--- src/rtl/delay_meter_pkg.sv ---
// Shared state encoding and default counter width for the echo delay meter.
package delay_meter_pkg;

    localparam int CNT_W_DEF = 8;

    typedef enum logic [1:0] {
        IDLE  = 2'b00,
        COUNT = 2'b01,
        DONE  = 2'b10
    } state_e;

endpackage

--- src/rtl/delay_meter_edge_detect.sv ---
// Rising-edge detector: registers sig_in once per cycle, flags a 0->1 transition.
// Latency: rise is combinational from sig_in against the previous-cycle sample.
// Backpressure: none, free-running.
module edge_detect (
    input  logic clk,
    input  logic rstn,
    input  logic sig_in,
    output logic rise
);

    logic sig_q;
    logic sig_d;

    always_comb begin
        sig_d = sig_in;
    end

    always_ff @(posedge clk or negedge rstn) begin
        if (!rstn) begin
            sig_q <= 1'b0;
        end else begin
            sig_q <= sig_d;
        end
    end

    assign rise = sig_in & ~sig_q;

endmodule

--- src/rtl/delay_meter.sv ---
// Measures cycles from a start pulse to the first sig_in rise, saturating into a timeout.
// Latency: result registered, valid appears the cycle after the terminating edge.
// Backpressure: result held while ready is low; start is dropped while not idle.
module delay_meter
    import delay_meter_pkg::*;
#(
    parameter int CNT_W = CNT_W_DEF
) (
    input  logic             clk,
    input  logic             rstn,
    input  logic             start,
    input  logic             sig_in,
    input  logic             clr,
    input  logic             ready,
    output logic [CNT_W-1:0] dly_out,
    output logic             timeout,
    output logic             valid,
    output logic             busy
);

    localparam logic [CNT_W-1:0] MAX_CNT = {CNT_W{1'b1}};

    state_e           state_q, state_d;
    logic [CNT_W-1:0] cnt_q, cnt_d;
    logic [CNT_W-1:0] dly_q, dly_d;
    logic             timeout_q, timeout_d;
    logic             valid_q, valid_d;
    logic             busy_q, busy_d;
    logic             rise;

    edge_detect u_edge (
        .clk    (clk),
        .rstn   (rstn),
        .sig_in (sig_in),
        .rise   (rise)
    );

    always_comb begin
        state_d   = state_q;
        cnt_d     = cnt_q;
        dly_d     = dly_q;
        timeout_d = timeout_q;
        valid_d   = valid_q;

        // Abort wins over everything; the last delivered dly_out is kept.
        if (clr) begin
            state_d   = IDLE;
            cnt_d     = '0;
            valid_d   = 1'b0;
            timeout_d = 1'b0;
        end else begin
            case (state_q)
                IDLE: begin
                    if (start) begin
                        state_d = COUNT;
                        cnt_d   = CNT_W'(1);
                    end
                end
                COUNT: begin
                    if (rise) begin
                        dly_d     = cnt_q;
                        timeout_d = 1'b0;
                        valid_d   = 1'b1;
                        cnt_d     = '0;
                        state_d   = DONE;
                    end else if (cnt_q == MAX_CNT) begin
                        dly_d     = MAX_CNT;
                        timeout_d = 1'b1;
                        valid_d   = 1'b1;
                        cnt_d     = '0;
                        state_d   = DONE;
                    end else begin
                        cnt_d = cnt_q + CNT_W'(1);
                    end
                end
                DONE: begin
                    if (ready) begin
                        valid_d = 1'b0;
                        state_d = IDLE;
                    end
                end
                default: begin
                    state_d = IDLE;
                    cnt_d   = '0;
                    valid_d = 1'b0;
                end
            endcase
        end

        busy_d = (state_d != IDLE);
    end

    always_ff @(posedge clk or negedge rstn) begin
        if (!rstn) begin
            state_q   <= IDLE;
            cnt_q     <= '0;
            dly_q     <= '0;
            timeout_q <= 1'b0;
            valid_q   <= 1'b0;
            busy_q    <= 1'b0;
        end else begin
            state_q   <= state_d;
            cnt_q     <= cnt_d;
            dly_q     <= dly_d;
            timeout_q <= timeout_d;
            valid_q   <= valid_d;
            busy_q    <= busy_d;
        end
    end

    assign dly_out = dly_q;
    assign timeout = timeout_q;
    assign valid   = valid_q;
    assign busy    = busy_q;

endmodule

--- config.mk ---
export PLATFORM = sky130hd
export DESIGN_NAME = delay_meter
export DESIGN_NICKNAME = d
export VERILOG_FILES = /design/src/rtl/delay_meter_pkg.sv /design/src/rtl/delay_meter_edge_detect.sv /design/src/rtl/delay_meter.sv
export SDC_FILE = /design/constraint.sdc
export NUM_CORES = 1
export LEC_CHECK = 0
export ABC_AREA = 1
export BUFFER_PORTS_ARGS = -buffer_cell sky130_fd_sc_hd__buf_2
export CORE_ASPECT_RATIO = 1.5
export CORE_MARGIN = 8
export CORE_UTILIZATION = 54
export CTS_CLUSTER_SIZE = 40
export DETAILED_ROUTE_END_ITERATION = 12
export PLACE_DENSITY = 0.75
export SLEW_MARGIN = 15
export SYNTH_ARGS = -nofsm -noshare
export SYNTH_HDL_FRONTEND = slang
export SYNTH_HIERARCHICAL = 1
export SYNTH_SLANG_ARGS = --single-unit
export TNS_END_PERCENT = 100
--- constraint.sdc ---
create_clock -name clk -period 1.7 [get_ports clk]
set_input_delay 0.085 -clock clk [delete_from_list [all_inputs] [get_ports clk]]
set_output_delay 0.085 -clock clk [all_outputs]
set_load 0.02 [all_outputs]
**Yosys cells after proc, flatten, opt, wreduce, memory -nomap -nowiden**

Cells that the tools add are included.

- Multiplexer cells: 21
- Equal/unequal tests: 8
- $add $sub $neg: 1
- Reductions and logical operators: 9
- Bitwise gates (word level): 3

Operators with widths:

| cell | number |
|---|---|
| two-way mux 8 bit | 6 |
| one-hot mux 8 bit (3 select lines) | 1 |
| two-way mux 2 bit | 5 |
| adder 8 x 1 -> 8 bit (second input constant) | 1 |
| equality test 8 bit (second input constant) | 1 |
| two-way mux 1 bit | 7 |
| != test 3 bit (second input constant) | 2 |
| one-hot mux 2 bit (3 select lines) | 1 |
| AND reduction 3 bit | 2 |
| nonzero test 2 bit | 3 |
| != test 2 bit (second input constant) | 2 |
| != test 4 bit (second input constant) | 1 |
| AND reduction 2 bit | 2 |
| one-hot mux 1 bit (3 select lines) | 1 |
| nonzero test 3 bit | 1 |
| equality test 2 x 1 -> 1 bit (second input constant) | 1 |
| equality test 2 bit (second input constant) | 1 |
| logical NOT 2 bit | 1 |
| NOT 1 bit | 2 |
| bitwise AND 1 bit | 1 |

- Register bits after elaboration: 22
- Output and inout port bits: 11
- Logic and storage cells: 49

**Longest topological paths before layout**

Gate-level depths: netlist of the first run.

- Depth in word-level cells: 6
- Gate-level depth with buffers: 8
- Depth with buffers taken out: 8

**By module**

Netlist of the first run, hierarchy kept.

By module, submodules not included:

| module | seq. area each (µm²) | times used | area each (µm²) | cells each |
|---|---|---|---|---|
| delay_meter | 525.5 | 1 | 1022.2 | 118 |
| edge_detect | 25.0 | 1 | 35.0 | 3 |

**Worst setup path after synthesis of the first run**

No wires, ideal clock.

- Kind: reg2reg
- From: reg cnt_q[0]
- To: reg busy_q (netlist: busy)
- Setup time: 0.132 ns
- Buffers on the path: 1
- Data required time: 1.568 ns
- Clock period less this slack: 1.345 ns
- Setup slack: 0.355 ns
- Cell stages (with the launch flop): 9
- Arrival: 1.213 ns
- Cells stage by stage: dfrtp_1 ha_1 nand2_2 nor2_2 nand2_2 nand2_2 nand2_4 buf_6 nand4_1

- Word-level cells in the longest chain between the ends: 6

Ends and longest elaborated chain:

| what | line | RTL |
|---|---|---|
| from (decl) | delay_meter.sv:24 | `logic [CNT_W-1:0] cnt_q, cnt_d;` |
| from (signal assigned) | delay_meter.sv:103 | `cnt_q <= cnt_d;` |
| equality test 8 bit | delay_meter.sv:66 | `end else if (cnt_q == MAX_CNT) begin` |
| two-way mux 2 bit | delay_meter.sv:66 |  |
| two-way mux 2 bit | delay_meter.sv:60 | `if (rise) begin` |
| one-hot mux 2 bit (3 select lines) | delay_meter.sv:52 | `case (state_q)` |
| two-way mux 2 bit | delay_meter.sv:46 | `if (clr) begin` |
| nonzero test 2 bit | delay_meter.sv:90 | `busy_d = (state_d != IDLE);` |
| net busy_d | delay_meter.sv:28 | `logic busy_q, busy_d;` |
| to (signal assigned) | delay_meter.sv:107 | `busy_q <= busy_d;` |
| to (decl) | delay_meter.sv:28 |  |

The timed path passes the listed nets, and every way through them passes these cells.
A chain may end at the register's enable or synchronous reset.

**Worst setup path after layout of the first run**

- From: reg cnt_q[0]
- To: reg dly_q[7] (netlist: dly_out[7])

- Word-level cells in the longest chain between the ends: 3

Ends and longest elaborated chain:

| what | line | RTL |
|---|---|---|
| equality test 8 bit | delay_meter.sv:66 |  |
| nonzero test 2 bit (no line) | - |  |
| AND reduction 3 bit (no line) | - |  |
| to (signal assigned) | delay_meter.sv:104 | `dly_q <= dly_d;` |
| to (decl) | delay_meter.sv:25 | `logic [CNT_W-1:0] dly_q, dly_d;` |

No other way between the ends.

==> out/results.tsv, run 1 <==
stage	metric	value	unit
cts	clock_latency	0.30	ns
power_and_ir_drop	internal_power	952.2	uW
synthesis	synth_top_area_frac	0.5207	
detailed_routing	via_per_inst	5.196	
cts	cts_setup_buffers	0	
power_and_ir_drop	worst_ir_drop_vdd	625.6	uV
synthesis	synth_fa_ha_area_frac	0.01183	
synthesis	ys_top_cells_by_area	dfrtp_1, nand2_1, nor2_1	
synthesis	netlist_area	1057	um2
synthesis	syn_nets	128	
cts	postCtsHoldBufs	2	
power_and_ir_drop	pwr_density_cell	1114	nW/um2
sta	rsz0062_at_grt	false	
sta	tightest_slew	0.4798	ns
sta	fin_crit_sh	0.8694	
die	start_util	0.5776	
worst_setup_path	required	1.90	ns
global_routing	grt_pass1_wl	3601	um
synthesis	yosysWarnings	6	
global_routing	grt_max_degree	23	
die	num_rows	19	
finish	antenna_cells	0	
power_and_ir_drop	p_comb_frac	0.240	
cts	cts_tree	yes	
sta	max_freq	676.6	MHz
cts	h-tree-depth	1	
power_and_ir_drop	seq_power_share	0.469	
cts	clockBufferDepth	2	
detailed_routing	ant_nets	0	
synthesis	yosys.area_share.simple	0.2947	
global_routing	grt-ovfl-total	0	
global_routing	grt_usage	0.1213	
detailed_routing	wl_per_cell	12.58	um
die	dieHeight	70.19	um
power_and_ir_drop	p_leak	0.0006328	uW
die	ios	17	
cts	clock_sinks	22	
placement	dpl.hpwl	1547	um
power_and_ir_drop	clkPwrFrac	0.291	
power_and_ir_drop	switching_share	0.3025	
run	cap_violations	0	
cts	cts_inserted_buffers	3	
sta	drv_slew	0	
synthesis	seq_area_frac_synth	0.5207	
sta	fin_crit	1.478	ns
sta	relSlewSlack	0.6801	
finish	nNetsFinal	150	
finish	most-common-layout-cells	nand2_1, dfrtp_1, nor2_1, buf_2	
sta	hold_violations	0	
global_routing	grt_pass1_vias	820	
synthesis	synth_compound_area_frac	0.1136	
sta	setup_viol	0	
finish	area_growth	15.86	%
synthesis	synth-xor-area-share	0.01657	
power_and_ir_drop	p_sw	413.0	uW
finish	final_common_cell	nand2_1	
synthesis	synth.distinct_cells	21	
sta	hold_ws	0.06508	ns
placement	gp_congestion	0.8537	
synthesis	synth_top_cell_by_area	dfrtp_1	
worst_setup_path	worstSetupEndpointType	flop	
synthesis	synth_top_family_by_area	simple AND/OR/NAND/NOR gates	
detailed_routing	first_pass_iters	4	
sta	fin_skew	0.001274	ns
synthesis	syn_inst	121	
worst_setup_path	cp_max_fo	19	
die	die_x	52.13	um
synthesis	ys_ff_latch	22	
worst_setup_path	arrival	1.68	ns
global_routing	antenna_found_initial	0	
hold_path	hold_class	primary input to flop	
finish	layout-drive-gt1-share	0.2746	
cts	root_buffer	clkbuf_4	
sta	setup_tns	0	ns
cts	path_clk_slew	0.12	ns
detailed_routing	wl	2050	um
detailed_routing	vias	847	
die	dieArea	3659	um2
synthesis	avgSynthCellArea	8.738	um2
status	status	complete, no violations	
die	core_area	1831	um2
worst_setup_path	start_kind	flop	
worst_setup_path	criticalPathCategory	flop to flop	
detailed_routing	dr.first_iter.drc_count	27	
detailed_routing	drc	0	
cts	cts_resized	0	
finish	fill_cells	157	
synthesis	post_synth_mux_area_share	0	
placement	port_buffers	16	
layer usage:
metal | part of all wire | up-vias | wire, um | track usage
li1 | - | 426 | - | -
met1 | 0.41 | 391 | 850 | 0.1503
met2 | 0.50 | 25 | 1027 | 0.1944
met3 | 0.066 | 5 | 135 | 0.02119
met4 | 0.018 | 0 | 37 | 0.05491
met5 | 0 | - | 0 | 0
power groups by stage:
stage	Clock, uW	Sequential, uW	Combinational (uW)
floorplan	0	738	129
global placement	0	647	327
detailed placement	0	652	331
CTS	401	642	335
global route	428	653	362
finish	398	640	328
state kept, by name, indices dropped and copies added (netlist names):
| register | flops |
|---|---|
| u_edge/sig_q | 1 |
| timeout | 1 |
| dly_out | 8 |
| valid | 1 |
| cnt_q | 8 |
| state_q | 2 |
| busy | 1 |
cell usage after synthesis:
cell type / number
a21oi_1: 2
a22o_1: 1
buf_6: 1
dfrtp_1: 22
ha_1: 1
inv_1: 7
inv_2: 2
nand2_1: 32
nand2_2: 4
nand2_4: 1
nand3_1: 6
nand4_1: 1
nor2_1: 21
nor2_2: 3
nor3_1: 1
nor3_4: 1
o21ai_0: 3
o21ai_2: 7
o21ba_2: 1
o21bai_1: 2
xor2_1: 2
final timing paths:
path                                   startpoint                endpoint  slack (ns)  cells after the start
setup / recovery             cnt_q[0]$_DFFE_PN0P_  dly_out[7]$_DFFE_PN0P_        0.22                      8
hold / removal                              ready    state_q[1]$_DFF_PN0_        0.07                      4
setup reg to reg             cnt_q[0]$_DFFE_PN0P_  dly_out[7]$_DFFE_PN0P_        0.22                      8
hold reg to reg            dly_out[5]$_DFFE_PN0P_  dly_out[5]$_DFFE_PN0P_        0.49                      2
max in group asynchronous                    rstn    state_q[0]$_DFF_PN0_        1.12                      2
min in group asynchronous                    rstn       valid$_DFFE_PN0P_        0.26                      2
logic make-up (layout without fill, tap and decap cells):
logic type,Yosys count,count (layout)
compound gates,16,16
xor+xnor,2,2
fa+ha+maj,1,1
buf+inv,10,31
flops,22,22
simple gates,70,70
critical path: stages (launching register included):
cell and delay, ns:
dfrtp_1 0.44, ha_1 0.21, nand2_2 0.08, nor2_2 0.13, nand2_2 0.11, nand2_2 0.09
nand2_4 0.14, nand2_1 0.09, o21ai_0 0.07
cell type report:
cell class                 count  area, um2  area share
clock buffer                   3      22.52     0.01839
sequential                    22      550.5      0.4494
multi-input combinational     89      461.7      0.3769
timing repair buffer          18      100.1     0.08172
inverter                       9      33.78     0.02758
tap                           21      26.28     0.02145
clock inverter                 1      30.03     0.02451
through the flow:
stage	std cells	total power (uW)	setup WS (ns)	area, um2	utilization
finish	163	1365	0.2221	1225	0.6692
global route	163	1444	0.1082	1225	0.6692
CTS	163	1378	0.2385	1225	0.6692
detailed placement	157	983.2	0.2544	1152	0.6295
global placement	157	974.0	0.2955	1152	0.6295
floorplan	121	867.7	0.3550	1057	-
Note: power is estimated with default switching activity, not from simulation.
==> run 2, diff against run 1 <==
Settings changed: ABC_AREA 1 to unset, CORE_ASPECT_RATIO 1.5 to unset, CORE_UTILIZATION 54 to 53, PLACE_DENSITY 0.75 to 0.74.
==> out/results.tsv, run 2 <==
stage	metric	value	unit	change
status	status	complete, no violations		
die	dieArea	3596	um2	-1.7%
placement	port_buffers	16		unchanged
sta	relSlewSlack	0.6790		-0.001154
synthesis	synth_most_common_cell	dfrtp_1		
detailed_routing	ant_nets	0		unchanged
die	ios	17		unchanged
die	start_util	0.5445		-0.03303
synthesis	synth_edf_count	0		unchanged
synthesis	netlist_area	1025	um2	-3.1%
global_routing	grt_max_degree	23		unchanged
synthesis	synth_top_area_frac	0.5372		+0.01653
cts	cts_inserted_buffers	3		unchanged
power_and_ir_drop	worst_ir_drop_vdd	631.4	uV	+0.92%
cts	path_clk_slew	0.11	ns	about the same
worst_setup_path	cp_max_fo	6		-13
synthesis	synth.distinct_cells	28		+33%
global_routing	grt_usage	0.1299		+0.008618
sta	fin_crit_sh	0.9384		+0.06903
synthesis	seq_area_frac_synth	0.5372		+0.01653
worst_setup_path	required	1.94	ns	+0.04 ns
synthesis	syn_inst	95		-21%
detailed_routing	drc	0		unchanged
sta	hold_violations	0		unchanged
sta	fin_ws	0.1047	ns	-0.1173 ns
placement	gp_congestion	0.7854		-8.0%
cts	clock_latency	0.30	ns	about the same
synthesis	avgSynthCellArea	10.79	um2	+23%
finish	antenna_cells	0		unchanged
detailed_routing	via_per_inst	5.741		+10%
sta	max_freq	626.9	MHz	-7.4%
die	core_area	1882	um2	+2.8%
sta	fin_skew	0.001450	ns	+0.0001755 ns
power_and_ir_drop	power	1182	uW	-13%
hold_path	holdPathStages	4		unchanged
finish	final_util	0.6496		-0.01957
worst_setup_path	criticalPathCategory	flop to flop		
die	die_x	59.97	um	+15%
finish	area_growth	19.29	%	
sta	drv_slew	0		unchanged
finish	nNetsFinal	129		-14%
power_and_ir_drop	p_leak	0.0005384	uW	-15%
detailed_routing	vias	844		-0.35%
sta	hold_ws	0.03977	ns	-0.02530 ns
synthesis	synth_ff_type	dfrtp_1		
synthesis	synthArstFlopShare	1.000		unchanged
die	dieHeight	59.97	um	-15%
cts	h-tree-depth	1		unchanged
finish	final_common_cell	dfrtp_1		
worst_setup_path	arrival	1.83	ns	+0.15 ns
cts	clockBufferDepth	2		unchanged
power_and_ir_drop	pwr_density_cell	967.3	nW/um2	-13%
placement	dpl.hpwl	1548	um	about the same
hold_path	hold_class	primary input to flop		
synthesis	syn_nets	102		-20%
global_routing	antenna_found_initial	0		unchanged
synthesis	yosysWarnings	6		unchanged
cts	clock_sinks	22		unchanged
die	num_rows	16		-3
synthesis	synthTopCellsByCount	dfrtp_1, a21oi_1, o21ai_0		
detailed_routing	first_pass_iters	4		unchanged
global_routing	grt_pass1_wl	3601	um	unchanged
worst_setup_path	worstSetupEndpointType	flop		
global_routing	grt-ovfl-total	0		unchanged
cts	root_buffer	clkbuf_4		
synthesis	ys_top_cells_by_area	dfrtp_1, o22a_1, a21oi_1		
finish	layout-drive-gt1-share	0.2917		+0.01702
sta	rsz0062_at_grt	false		
run	cap_violations	0		unchanged
detailed_routing	wl_per_cell	14.78	um	+18%
sta	setup_tns	0	ns	unchanged
synthesis	ys_ff_latch	22		unchanged
worst_setup_path	start_kind	flop		
finish	most-common-layout-cells	dfrtp_1, buf_2, o21ai_0, a21oi_1, o22a_1		
sta	tightest_slew	0.4816	ns	+0.001732 ns
sta	fin_crit	1.595	ns	+0.1173 ns
sta	setup_viol	0		unchanged
detailed_routing	wl	2173	um	+6.0%
synthesis	synth_top_cell_by_area	dfrtp_1		
cts	cts_tree	yes		
detailed_routing	dr.first_iter.drc_count	18		-33%
global_routing	grt_pass1_vias	827		+0.85%
worst_setup_path	r2r_cells	5		-3
placement	dp_slack	0.05355	ns	-0.2008 ns
run 2: changes by cell type in the layout (fill, tap and decap cells not counted), moves of 3 or more:
cell	previous run	this run
nand2_2	4	0
nand2_1	32	6
o21ai_2	7	1
o21ai_1	0	3
o22a_1	0	8
nor2_1	21	5
o21ai_0	3	9
nor2_2	3	0
inv_1	7	3
buf_4	0	5
a21oi_1	2	8
run 2: cell type report:
| type | instances | area (um2) |
|---|---|---|
| clock buffers | 3 | 22.52 |
| fillers | 145 | 659.4 |
| inverters | 3 | 11.26 |
| multi-input cells | 69 | 465.4 |
| flip-flops and latches | 22 | 551.8 |
| well taps | 27 | 33.78 |
| repair buffers | 23 | 137.6 |
run 2: worst max-delay path, stage by stage (launching register included):
cell	delay, ns
dfrtp_1	0.38
nor2b_4	0.07
nor4b_4	0.33
o21ai_2	0.15
or4_1	0.51
o21ai_1	0.08
run 2: power breakdown:
group | total (uW) | leakage (uW) | internal, uW | switching [uW]
logic | 315 | 0.000241 | 128 | 187
clock network | 227 | 0.0000138 | 82.8 | 145
registers | 640 | 0.000283 | 598 | 41.9
run 2: final timing paths:
path,start,to,slack [ns]
worst min-delay path,ready,state_q[1]$_DFF_PN0_,0.04
worst max register to register,u_edge/sig_q$_DFF_PN0_,cnt_q[7]$_DFFE_PN0P_,0.10
max in group asynchronous,rstn,state_q[1]$_DFF_PN0_,1.09
worst max-delay path,u_edge/sig_q$_DFF_PN0_,cnt_q[7]$_DFFE_PN0P_,0.10
min in group asynchronous,rstn,cnt_q[4]$_DFFE_PN0P_,0.26
worst min register to register,dly_out[4]$_DFFE_PN0P_,dly_out[4]$_DFFE_PN0P_,0.50
run 2: logic make-up after synthesis:
logic type,Yosys count,synth area share
AOI/OAI and AO/OA,35,0.2161
and+or+nand+nor,33,0.2124
DFF,22,0.5372
buffers and inverters,4,0.02198
adders and majority gates,1,0.01221
run 2: per-layer routing:
metal,vias up,wire length [um],GRT usage
met2,19,968,0.1938
li1,408,-,-
met5,-,0,0
met4,0,40,0.06803
met1,412,1080,0.1726
met3,5,83,0.02366
run 2: stage by stage:
step                      std cells  instance area [um2]
after CTS                       146                 1200
final                           147                 1222
after global routing            147                 1222
after global placement          141                 1157
after floorplan                  95                 1025
after detailed placement        141                 1157
run 2: what timing repair did:
action                                 CTS  global route
resized for setup                        0             4
buffers inserted                         0             1
endpoints found under the hold margin   23             0
setup endpoints to repair                0            11
hold buffers                             2             0
==> run 3, diff against run 2 <==
Settings changed: CORE_MARGIN 8 to 2, SKIP_LAST_GASP set to 1.
==> out/results.tsv, run 3 (same netlist as run 2, synthesis figures left out) <==
stage	metric	value	unit	change
worst_setup_path	start_kind	flop		
detailed_routing	first_pass_iters	4		unchanged
detailed_routing	drc	0		unchanged
power_and_ir_drop	pwr_density_cell	1088	nW/um2	+12%
finish	antenna_cells	0		unchanged
worst_setup_path	required	1.94	ns	about the same
cts	cts_setup_buffers	0		unchanged
global_routing	grt_usage	0.2147		+0.08478
global_routing	grt_pass1_wl	3456	um	-4.0%
cts	path_clk_slew	0.12	ns	about the same
finish	area_growth	20.27	%	
sta	max_freq	615.3	MHz	-1.8%
power_and_ir_drop	p_leak	0.0005408	uW	+0.43%
detailed_routing	wl	2022	um	-6.9%
die	core_area	1764	um2	-6.2%
placement	dpl_cell_area	1147	um2	-0.86%
sta	tightest_slew	0.4773	ns	-0.004234 ns
power_and_ir_drop	power	1341	uW	+13%
sta	setup_tns	0	ns	unchanged
cts	cts_tree	yes		
worst_setup_path	criticalPathCategory	flop to flop		
detailed_routing	via_per_inst	5.764		+0.39%
die	die_x	47.97	um	-20%
global_routing	grt-ovfl-total	0		unchanged
finish	layout-drive-gt1-share	0.2773		-0.01436
sta	hold_ws	0.03115	ns	-0.008625 ns
detailed_routing	vias	830		-1.7%
cts	clockBufferDepth	2		unchanged
die	dieArea	2301	um2	-36%
sta	relSlewSlack	0.6818		+0.002822
sta	rsz0062_at_grt	true		
placement	placed_cells	138		-2.1%
run	cap_violations	0		unchanged
power_and_ir_drop	worst_ir_drop_vdd	722.3	uV	+14%
status	status	complete, no violations		
sta	fin_crit	1.625	ns	+0.02986 ns
global_routing	antenna_found_initial	0		unchanged
sta	setup_viol	0		unchanged
detailed_routing	wl_per_cell	14.04	um	-5.0%
global_routing	grt_pass1_vias	730		-12%
detailed_routing	ant_nets	0		unchanged
cts	cts_inserted_buffers	3		unchanged
sta	drv_slew	0		unchanged
sta	fin_skew	0.004001	ns	+0.002551 ns
placement	gp_congestion	0.8156		+3.8%
sta	hold_violations	0		unchanged
die	ios	17		unchanged
worst_setup_path	cp_max_fo	8		+2
sta	fin_crit_sh	0.9560		+0.01757
cts	root_buffer	clkbuf_4		
finish	final_common_cell	dfrtp_1		
hold_path	hold_class	primary input to flop		
placement	port_buffers	16		unchanged
cts	clock_latency	0.30	ns	about the same
cts	h-tree-depth	1		unchanged
finish	design_area	1232	um2	+0.82%
finish	most-common-layout-cells	dfrtp_1, buf_2, o21ai_0, a21oi_1, o22a_1		
die	num_rows	15		-1
die	start_util	0.5809		+0.03630
worst_setup_path	arrival	1.86	ns	+0.03 ns
die	dieHeight	47.97	um	-20%
global_routing	grt_max_degree	23		unchanged
finish	fin_cells	144		-2.0%
cts	clock_sinks	22		unchanged
worst_setup_path	worstSetupEndpointType	flop		
finish	nNetsFinal	127		-1.6%
placement	dpl.hpwl	1445	um	-6.7%
detailed_routing	dr.first_iter.drc_count	17		-1
==> run 3: stage by stage <==
stage                     setup WS, ns    util
after floorplan                 0.1893       -
after global placement         0.06612  0.6504
after detailed placement       0.05537  0.6504
after CTS                      0.02308  0.6915
after global routing          -0.02580  0.6986
final                          0.07487  0.6986
==> run 3: final timing paths <==
check / startpoint / endpoint / slack, ns / depth (start not counted)
max: state_q[1]$_DFF_PN0_ / cnt_q[7]$_DFFE_PN0P_ / 0.07 / 4
min: ready / state_q[1]$_DFF_PN0_ / 0.03 / 4
min reg2reg: dly_out[5]$_DFFE_PN0P_ / dly_out[5]$_DFFE_PN0P_ / 0.50 / 1
max reg2reg: state_q[1]$_DFF_PN0_ / cnt_q[7]$_DFFE_PN0P_ / 0.07 / 4
max in group asynchronous: rstn / state_q[1]$_DFF_PN0_ / 1.12 / 2
min in group asynchronous: rstn / dly_out[3]$_DFFE_PN0P_ / 0.26 / 2
==> run 3: layout make-up <==
cell class	count	area, um2
timing repair buffer	21	122.6
sequential	22	550.5
fill	145	531.8
tap	25	31.28
clock buffer	3	22.52
clock inverter	1	30.03
multi-input combinational	69	464.2
inverter	3	11.26
==> run 3: repair_timing <==
item | in CTS | in global routing
setup endpoints to repair | 0 | 12
resized for setup | 0 | 3
hold buffers | 2 | 0
hold endpoints to repair | 23 | 0
==> run 3: worst max-delay path, cell delays in order (launching register included) <==
cell	delay, ns
dfrtp_1	0.49
nor4b_4	0.31
o21ai_2	0.16
or4_1	0.51
o21ai_1	0.09
==> run 3: per-layer routing <==
layer	vias to the layer above	track usage	wire length (um)
li1	404	-	-
met1	402	0.3389	1033
met2	22	0.3013	909
met3	2	0.05660	69
met4	0	0.03243	10
met5	-	0	0
==> run 3: power by group <==
| part | switching [uW] | internal, uW |
|---|---|---|
| clock | 156 | 238 |
| combinational | 182 | 124 |
| sequential | 42.2 | 598 |
| total | 380 | 961 |
